## config.mk

```make
export PLATFORM = sky130hd
export DESIGN_NAME = mem_access_ctrl
export DESIGN_NICKNAME = d
export VERILOG_FILES = /design/src/rtl/mem_access_ctrl.sv
export SDC_FILE = /design/constraint.sdc
export NUM_CORES = 1
export LEC_CHECK = 0
export BUFFER_PORTS_ARGS = -buffer_cell sky130_fd_sc_hd__buf_2
export CORE_MARGIN = 2
export CORE_UTILIZATION = 51
export DETAILED_ROUTE_END_ITERATION = 6
export PLACE_DENSITY = 0.93
export RECOVER_POWER = 25
export SYNTH_ARGS = -nofsm -noshare
export SYNTH_HDL_FRONTEND = slang
export SYNTH_SLANG_ARGS = --single-unit
```

## constraint.sdc

```tcl
create_clock -name clock -period 3 [get_ports clock]
set_clock_uncertainty 0.1 [all_clocks]
set_input_delay 0 -clock clock [delete_from_list [all_inputs] [get_ports clock]]
set_output_delay 0 -clock clock [all_outputs]
set_load 0.05 [all_outputs]
```

## src/rtl/mem_access_ctrl.sv

```systemverilog
// Memory-stage controller between the X/M and M/W pipeline latches.
// Decodes lw/sw, runs a req/ready handshake with a multi-cycle data memory,
// stalls the front of the pipeline while an access is outstanding, and can
// abort a stuck access after a configurable number of cycles.
module mem_access_ctrl #(
    parameter int unsigned ADDR_W  = 12,
    parameter int unsigned TIMEOUT = 64
) (
    input  logic              clock,
    input  logic              reset,
    input  logic [31:0]       ir_in,
    input  logic [31:0]       o_in,
    input  logic [31:0]       b_in,
    input  logic              dmem_ready,
    input  logic [31:0]       dmem_rdata,
    output logic              dmem_req,
    output logic              dmem_we,
    output logic [ADDR_W-1:0] dmem_addr,
    output logic [31:0]       dmem_wdata,
    output logic              stall,
    output logic [31:0]       ir_out,
    output logic [31:0]       o_out,
    output logic [31:0]       d_out,
    output logic              valid_out,
    output logic              err_out
);

    localparam logic [4:0] OP_LW = 5'b01000;
    localparam logic [4:0] OP_SW = 5'b00111;

    localparam logic [0:0] ST_IDLE   = 1'b0;
    localparam logic [0:0] ST_ACCESS = 1'b1;

    // Counter only needs to reach TIMEOUT-1; with TIMEOUT=0 it just wraps unused.
    localparam int unsigned        CNT_W    = (TIMEOUT > 1) ? $clog2(TIMEOUT) : 1;
    localparam logic [CNT_W-1:0]   CNT_LAST = CNT_W'((TIMEOUT == 0) ? 0 : TIMEOUT - 1);
    localparam logic               TO_EN    = (TIMEOUT != 0);

    logic [0:0]       state_q;
    logic [CNT_W-1:0] cnt_q;
    logic [31:0]      ir_q;
    logic [31:0]      o_q;

    logic in_lw;
    logic in_sw;
    logic in_mem;
    logic cap_lw;
    logic acc_abort;

    // Decode incoming op, detect abort, and derive the combinational stall.
    always_comb begin
        in_lw     = (ir_in[31:27] == OP_LW);
        in_sw     = (ir_in[31:27] == OP_SW);
        in_mem    = in_lw | in_sw;
        cap_lw    = (ir_q[31:27] == OP_LW);
        acc_abort = (state_q == ST_ACCESS) && !dmem_ready && TO_EN && (cnt_q == CNT_LAST);
        if (state_q == ST_IDLE) begin
            stall = in_mem;
        end else begin
            // X/M may advance on the edge that finishes the access, ready or abort.
            stall = !(dmem_ready || acc_abort);
        end
    end

    // Sequencer, memory request registers and M/W-facing outputs.
    always_ff @(posedge clock) begin
        if (reset) begin
            state_q    <= ST_IDLE;
            cnt_q      <= '0;
            ir_q       <= '0;
            o_q        <= '0;
            dmem_req   <= 1'b0;
            dmem_we    <= 1'b0;
            dmem_addr  <= '0;
            dmem_wdata <= '0;
            ir_out     <= '0;
            o_out      <= '0;
            d_out      <= '0;
            valid_out  <= 1'b0;
            err_out    <= 1'b0;
        end else begin
            // valid_out is a one-cycle pulse; every non-completing cycle is a bubble.
            valid_out <= 1'b0;
            case (state_q)
                ST_IDLE: begin
                    if (in_mem) begin
                        ir_q       <= ir_in;
                        o_q        <= o_in;
                        dmem_req   <= 1'b1;
                        dmem_we    <= in_sw;
                        dmem_addr  <= o_in[ADDR_W-1:0];
                        dmem_wdata <= b_in;
                        cnt_q      <= '0;
                        state_q    <= ST_ACCESS;
                    end else begin
                        ir_out    <= ir_in;
                        o_out     <= o_in;
                        d_out     <= '0;
                        valid_out <= (ir_in != '0);
                    end
                end
                ST_ACCESS: begin
                    if (dmem_ready || acc_abort) begin
                        dmem_req  <= 1'b0;
                        ir_out    <= ir_q;
                        o_out     <= o_q;
                        d_out     <= (dmem_ready && cap_lw) ? dmem_rdata : '0;
                        valid_out <= 1'b1;
                        state_q   <= ST_IDLE;
                        if (acc_abort) begin
                            err_out <= 1'b1;
                        end
                    end else begin
                        cnt_q <= cnt_q + 1'b1;
                    end
                end
                default: state_q <= ST_IDLE;
            endcase
        end
    end

endmodule

```

# == Yosys cells after proc, flatten, opt, wreduce, memory -nomap -nowiden ==
# Index checks and enable logic that the tools add are counted.
# op_classes
eq_ne,8
reduce_logical,12
add_sub_neg,1
muxes,23
bitwise,2
# ops
op,count
$mux 32,7
$pmux 32 s2,3
$reduce_bool 32->1,1
$mux 6,2
$pmux 6 s2,1
$eq 5x4->1 const B,2
$reduce_and 2->1,4
$mux 1,7
$add 6x1->6 const B,1
$eq 6x6->1 const B,1
$ne 2x2->1 const B,3
$pmux 1 s2,3
$eq 5x3->1 const B,1
$logic_and 1x1->1,3
$reduce_and 3->1,1
$logic_not 1->1,2
$ne 2x1->1 const B,1
$logic_or 1x1->1,1
$not 1->1,1
$or 1x1->1,1
# totals
output_inout_bits,145
elab_cells,59
input_bits,131
register_bits,215

# == Logic depth before layout (Yosys ltp) ==
# depth
word_depth,6
ltp_mapped,8
ltp_nobuf,5

# == Worst setup path after synthesis ==
# OpenSTA, ideal clock, no wires.
# synth_path
path_type,flip-flop to flip-flop
start,register cnt_q[0]
end,register ir_out[0]
path_buffers,2
setup_time_ns,0.081
required_ns,2.819
stages_incl_launch_ff,8
synth_period_minus_slack_ns,1.795
t_arrival_ns,1.614
path_slack_ns,1.205
cell_sequence,dfxtp_1 ha_1 nand3_1 o21ai_2 buf_4 buf_2 a21oi_1 a211oi_2
# synth_via
elab_chain_len,5
# synth_rtl
element,line,source
"start, declared",40,logic [CNT_W-1:0] cnt_q;
"start signal, assigned",114,cnt_q <= cnt_q + 1'b1;
$eq 6x6->1,56,acc_abort = (state_q == ST_ACCESS) && !dmem_ready && TO_EN && (cnt_q == CNT_LAST);
$logic_and 1x1->1,56,
$logic_or 1x1->1,103,if (dmem_ready || acc_abort) begin
$ne 2x1->1 (no source line),n/a,
$reduce_and 2->1 (no source line),n/a,
"end signal, assigned",96,ir_out <= ir_in;
"end signal, assigned",105,ir_out <= ir_q;
"end, declared",21,"output logic [31:0] ir_out,"
# Every way passes these cells.
# A chain may end at the register's enable or synchronous reset.

# == Final worst setup path ==
# layout_path
start,register cnt_q[0]
end,output stall
# layout_via
elab_chain_len,5
# layout_rtl
element,line,source
$eq 6x6->1,56,
$logic_and 1x1->1,56,
$logic_or 1x1->1,61,stall = !(dmem_ready || acc_abort);
$logic_not 1->1,61,
$mux 1,57,if (state_q == ST_IDLE) begin
"end, declared",20,"output logic stall,"
# Every way passes these cells.

==> metrics.md <==
| Metric | Value |
|---|---|
| Die area | `roughly 17000 µm²` |
| Yosys warns | `0` |
| First-pass GRT wire length | `41.6 mm` |
| Vias per cell | `5.70` |
| Unique masters post-synth | `43` |
| Period Utilization, post-route | `0.896` |
| Startpoint type of the worst setup path | `flip-flop` |
| Crit path kind | `flip-flop to output pin` |
| Worst EP required | `2.90 ns` |
| Worst-Skew Late Latency | `0.48 ns` |
| Outcome | `finished clean` |
| Clock transition at path regs | `0.06 ns` |
| Lkg Pwr | `around 4.5 nW` |
| Worst hold start | `dmem_rdata[24]` |
| DRT iter0 DRCs | `slightly below 800` |
| Ports | `276` |
| Worst slew pin tran | `between 0.7 and 0.8 ns` |
| Starting density of the core | `0.519` |
| Setup bufs post-CTS | `0` |
| TritonCTS clock tree | `yes` |
| Root Buffer | `clkbuf_16` |
| Syn_nets | `990` |
| Cell row count | `46` |
| Final GP Congestion | `0.797` |
| CORE AREA | `approximately 16000 µm²` |
| DP Wirelength | `14.5 mm` |
| Minimum clock period | `2.69 ns` |
| Avg Inst Size Synth | `9.53 µm²` |
| DR pass1 iterations | `5` |
| CP Buf/Inv Count | `3` |
| Largest net degree at the start of global routing | `86` |
| R2R cell count | `6` |
| Gate Count Post-Synth | `858` |
| Crit end category | `output pin` |
| Total power | `6.49 mW` |
| Hold-fix buffers, CTS | `152` |
| Port Buffers | `275` |
| Worst reg-to-reg setup slack | `roughly 0.33 ns` |
| GR Util All Layers | `0.304` |
| Clock buffer depth | `3` |
| Total global routing overflow | `0` |
| Slew Limit Fails | `0` |
| Antenna viol nets, final | `0` |
| RSZ-0062 raised after global routing | `false` |
| Reg2Reg Launch Point | `cnt_q[0]$_SDFFE_PP0P_` |
| Slowest cell on crit path | `o21ai_4` |
| Hold slack | `about 0.19 ns` |
| Die Span Y | `131 µm` |
| Max Freq | `372 MHz` |
| PD cells | `559 nW/µm²` |
| CP max stage delay | `around 0.46 ns` |
| WHS Endpoint | `d_out[24]$_SDFFE_PP0P_` |
| FF+latch count, synth | `between 200 and 250` |
| Drt wl/cell | `approximately 19 µm` |
| Die width | `131 µm` |
| Share of post-route cells with drive strength above 1 | `0.238` |
| TNS Setup | `0 ns` |
| CTS sink count | `203` |
| Synth Cell Area | `~8200 µm²` |
| Total Nets Final | `1366` |
| Max Cap Viol | `0` |
| Seq/Total Area, Yosys | `0.497` |
| Hold path cells | `3` |
| HP Class | `primary input to flip-flop` |
| Drt drc | `0` |
| CTS H-tree depth | `1` |
| CTS buffer count | `21` |
| Critical path arrival | `between 2 and 3 ns` |
| Setup violations, final | `0` |
| Final Hold Fails | `0` |
| Initial antenna violation count | `2` |
| P&R area growth vs syn | `42.0%` |
| Final WL | `27.9 mm` |
| PostCTS Resize Cnt | `0` |
| Max Fanout on Critical Path | `37` |
| Largest delay share family, worst path | `buffers and inverters` |
| Via Count | `8351` |
| Worst R2R End | `valid_out$_SDFF_PP0_` |
| Relative slew slack | `0.484` |
| Vias in the first global route | `8154` |
| Max VDD drop | `about 0.48 mV` |
| Critical path cell sequence | `ha_1, nand3_1, o21ai_4, and2_4, buf_12, inv_2, buf_2` |
[flip-flops by register name (all words and copies together), names as in the netlist]
register	count
dmem_wdata	32
o_q	21
o_out	32
cnt_q	6
dmem_we	1
dmem_req	1
ir_q	32
d_out	32
state_q	1
dmem_addr	11
valid_out	1
ir_out	32
err_out	1
[cells in the final DEF (no fill, tap or decap), types with 4 or more instances in the layout]
cell type | netlist | routed
buf_4 | 14 | 10
mux2i_1 | 64 | 64
nand2_1 | 184 | 184
a211oi_2 | 49 | 49
buf_12 | 0 | 4
diode_2 | 0 | 4
buf_2 | 34 | 187
a22o_1 | 30 | 30
dfxtp_1 | 203 | 202
dlygate4sd3_1 | 0 | 152
a21oi_1 | 163 | 163
nor2_1 | 6 | 6
nor3_1 | 4 | 4
o21a_1 | 5 | 4
a211oi_1 | 15 | 15
clkbuf_16 | 0 | 21
clkbuf_1 | 28 | 90
nor4_1 | 5 | 5
nand3_1 | 7 | 7
[how the worst max path moves through the flow]
stage,end,slack (ns),depth (start not counted),startpoint
finish,stall,0.31,7,cnt_q[0]$_SDFFE_PP0P_
global route,stall,0.21,7,cnt_q[0]$_SDFFE_PP0P_
CTS,stall,0.41,7,cnt_q[0]$_SDFFE_PP0P_
detailed placement,ir_out[28]$_SDFFE_PP0P_,0.73,6,cnt_q[0]$_SDFFE_PP0P_
global placement,o_out[12]$_SDFFE_PP0P_,0.80,6,cnt_q[0]$_SDFFE_PP0P_
floorplan,ir_out[0]$_SDFFE_PP0P_,1.20,7,cnt_q[0]$_SDFFE_PP0P_
[layout make-up]
class,count,area [µm²]
Antenna cell,4,10.0
Clock buffer,27,578
Clock inverter,8,119
Fill cell,1041,4160
Inverter,2,7.51
Multi-Input combinational cell,565,3610
Sequential cell,203,4070
Tap cell,216,270
Timing Repair Buffer,441,2950
[per-stage QoR]
stage               area [µm²]  setup WS [ns]  instances  utilization
finish                   11600          0.312       1466        0.736
global route             11600          0.206       1464        0.736
CTS                      11700          0.411       1462        0.743
detailed placement        9490          0.735       1275        0.602
global placement          9490          0.804       1275        0.602
floorplan                 8180           1.20        858            -
[cell usage after synthesis (all sizes together)]
cell type,n,share of area
a211oi,64,0.089
a21boi,1,0.00092
a21oi,164,0.10
a22o,32,0.035
a31oi,2,0.0015
a41oi,1,0.0011
and2,2,0.0015
and3,1,0.00077
and4b,1,0.0012
buf,60,0.050
clkbuf,28,0.013
dfxtp,203,0.50
ha,1,0.0015
inv,2,0.00092
mux2i,64,0.078
nand2,184,0.084
nand2b,1,0.00077
nand3,7,0.0043
nand4,1,0.00077
nand4b,1,0.0011
nor2,6,0.0028
nor2b,1,0.00077
nor3,4,0.0024
nor3b,2,0.0024
nor4,6,0.0064
nor4b,1,0.0029
o211ai,2,0.0018
o21a,5,0.0046
o21ai,2,0.0031
o22a,3,0.0032
o31a,1,0.0011
o31ai,1,0.00092
or4,3,0.0028
or4b,1,0.0017
[power breakdown]
group	switching [mW]	internal [mW]
logic	0.619	0.343
registers	0.0613	2.79
clock network	1.05	1.61
[worst min-delay path, stage by stage]
cell and delay, ns:
dlygate4sd3_1 0.52, buf_2 0.09, a22o_1 0.12
[logic make-up (layout without fill, tap and decap cells)]
group | Yosys count | in the layout | synth area share
AO/OA/AOI/OAI | 278 | 278 | 0.242
adder cells (fa/ha/maj) | 1 | 1 | 0.00153
buffers and inverters | 90 | 478 | 0.0639
flip-flops | 203 | 203 | 0.497
multiplexers | 64 | 64 | 0.0783
other | 0 | 4 | 0
AND/OR/NAND/NOR | 222 | 222 | 0.117
[metal layers]
| layer | wire [µm] | vias up | GRT usage |
|---|---|---|---|
| li1 | - | 3775 | - |
| met1 | 10300 | 3971 | 0.342 |
| met2 | 13700 | 482 | 0.521 |
| met3 | 2400 | 123 | 0.0806 |
| met4 | 1500 | 0 | 0.177 |
| met5 | 0 | - | 0 |
Power figures use the tool's default switching activity.
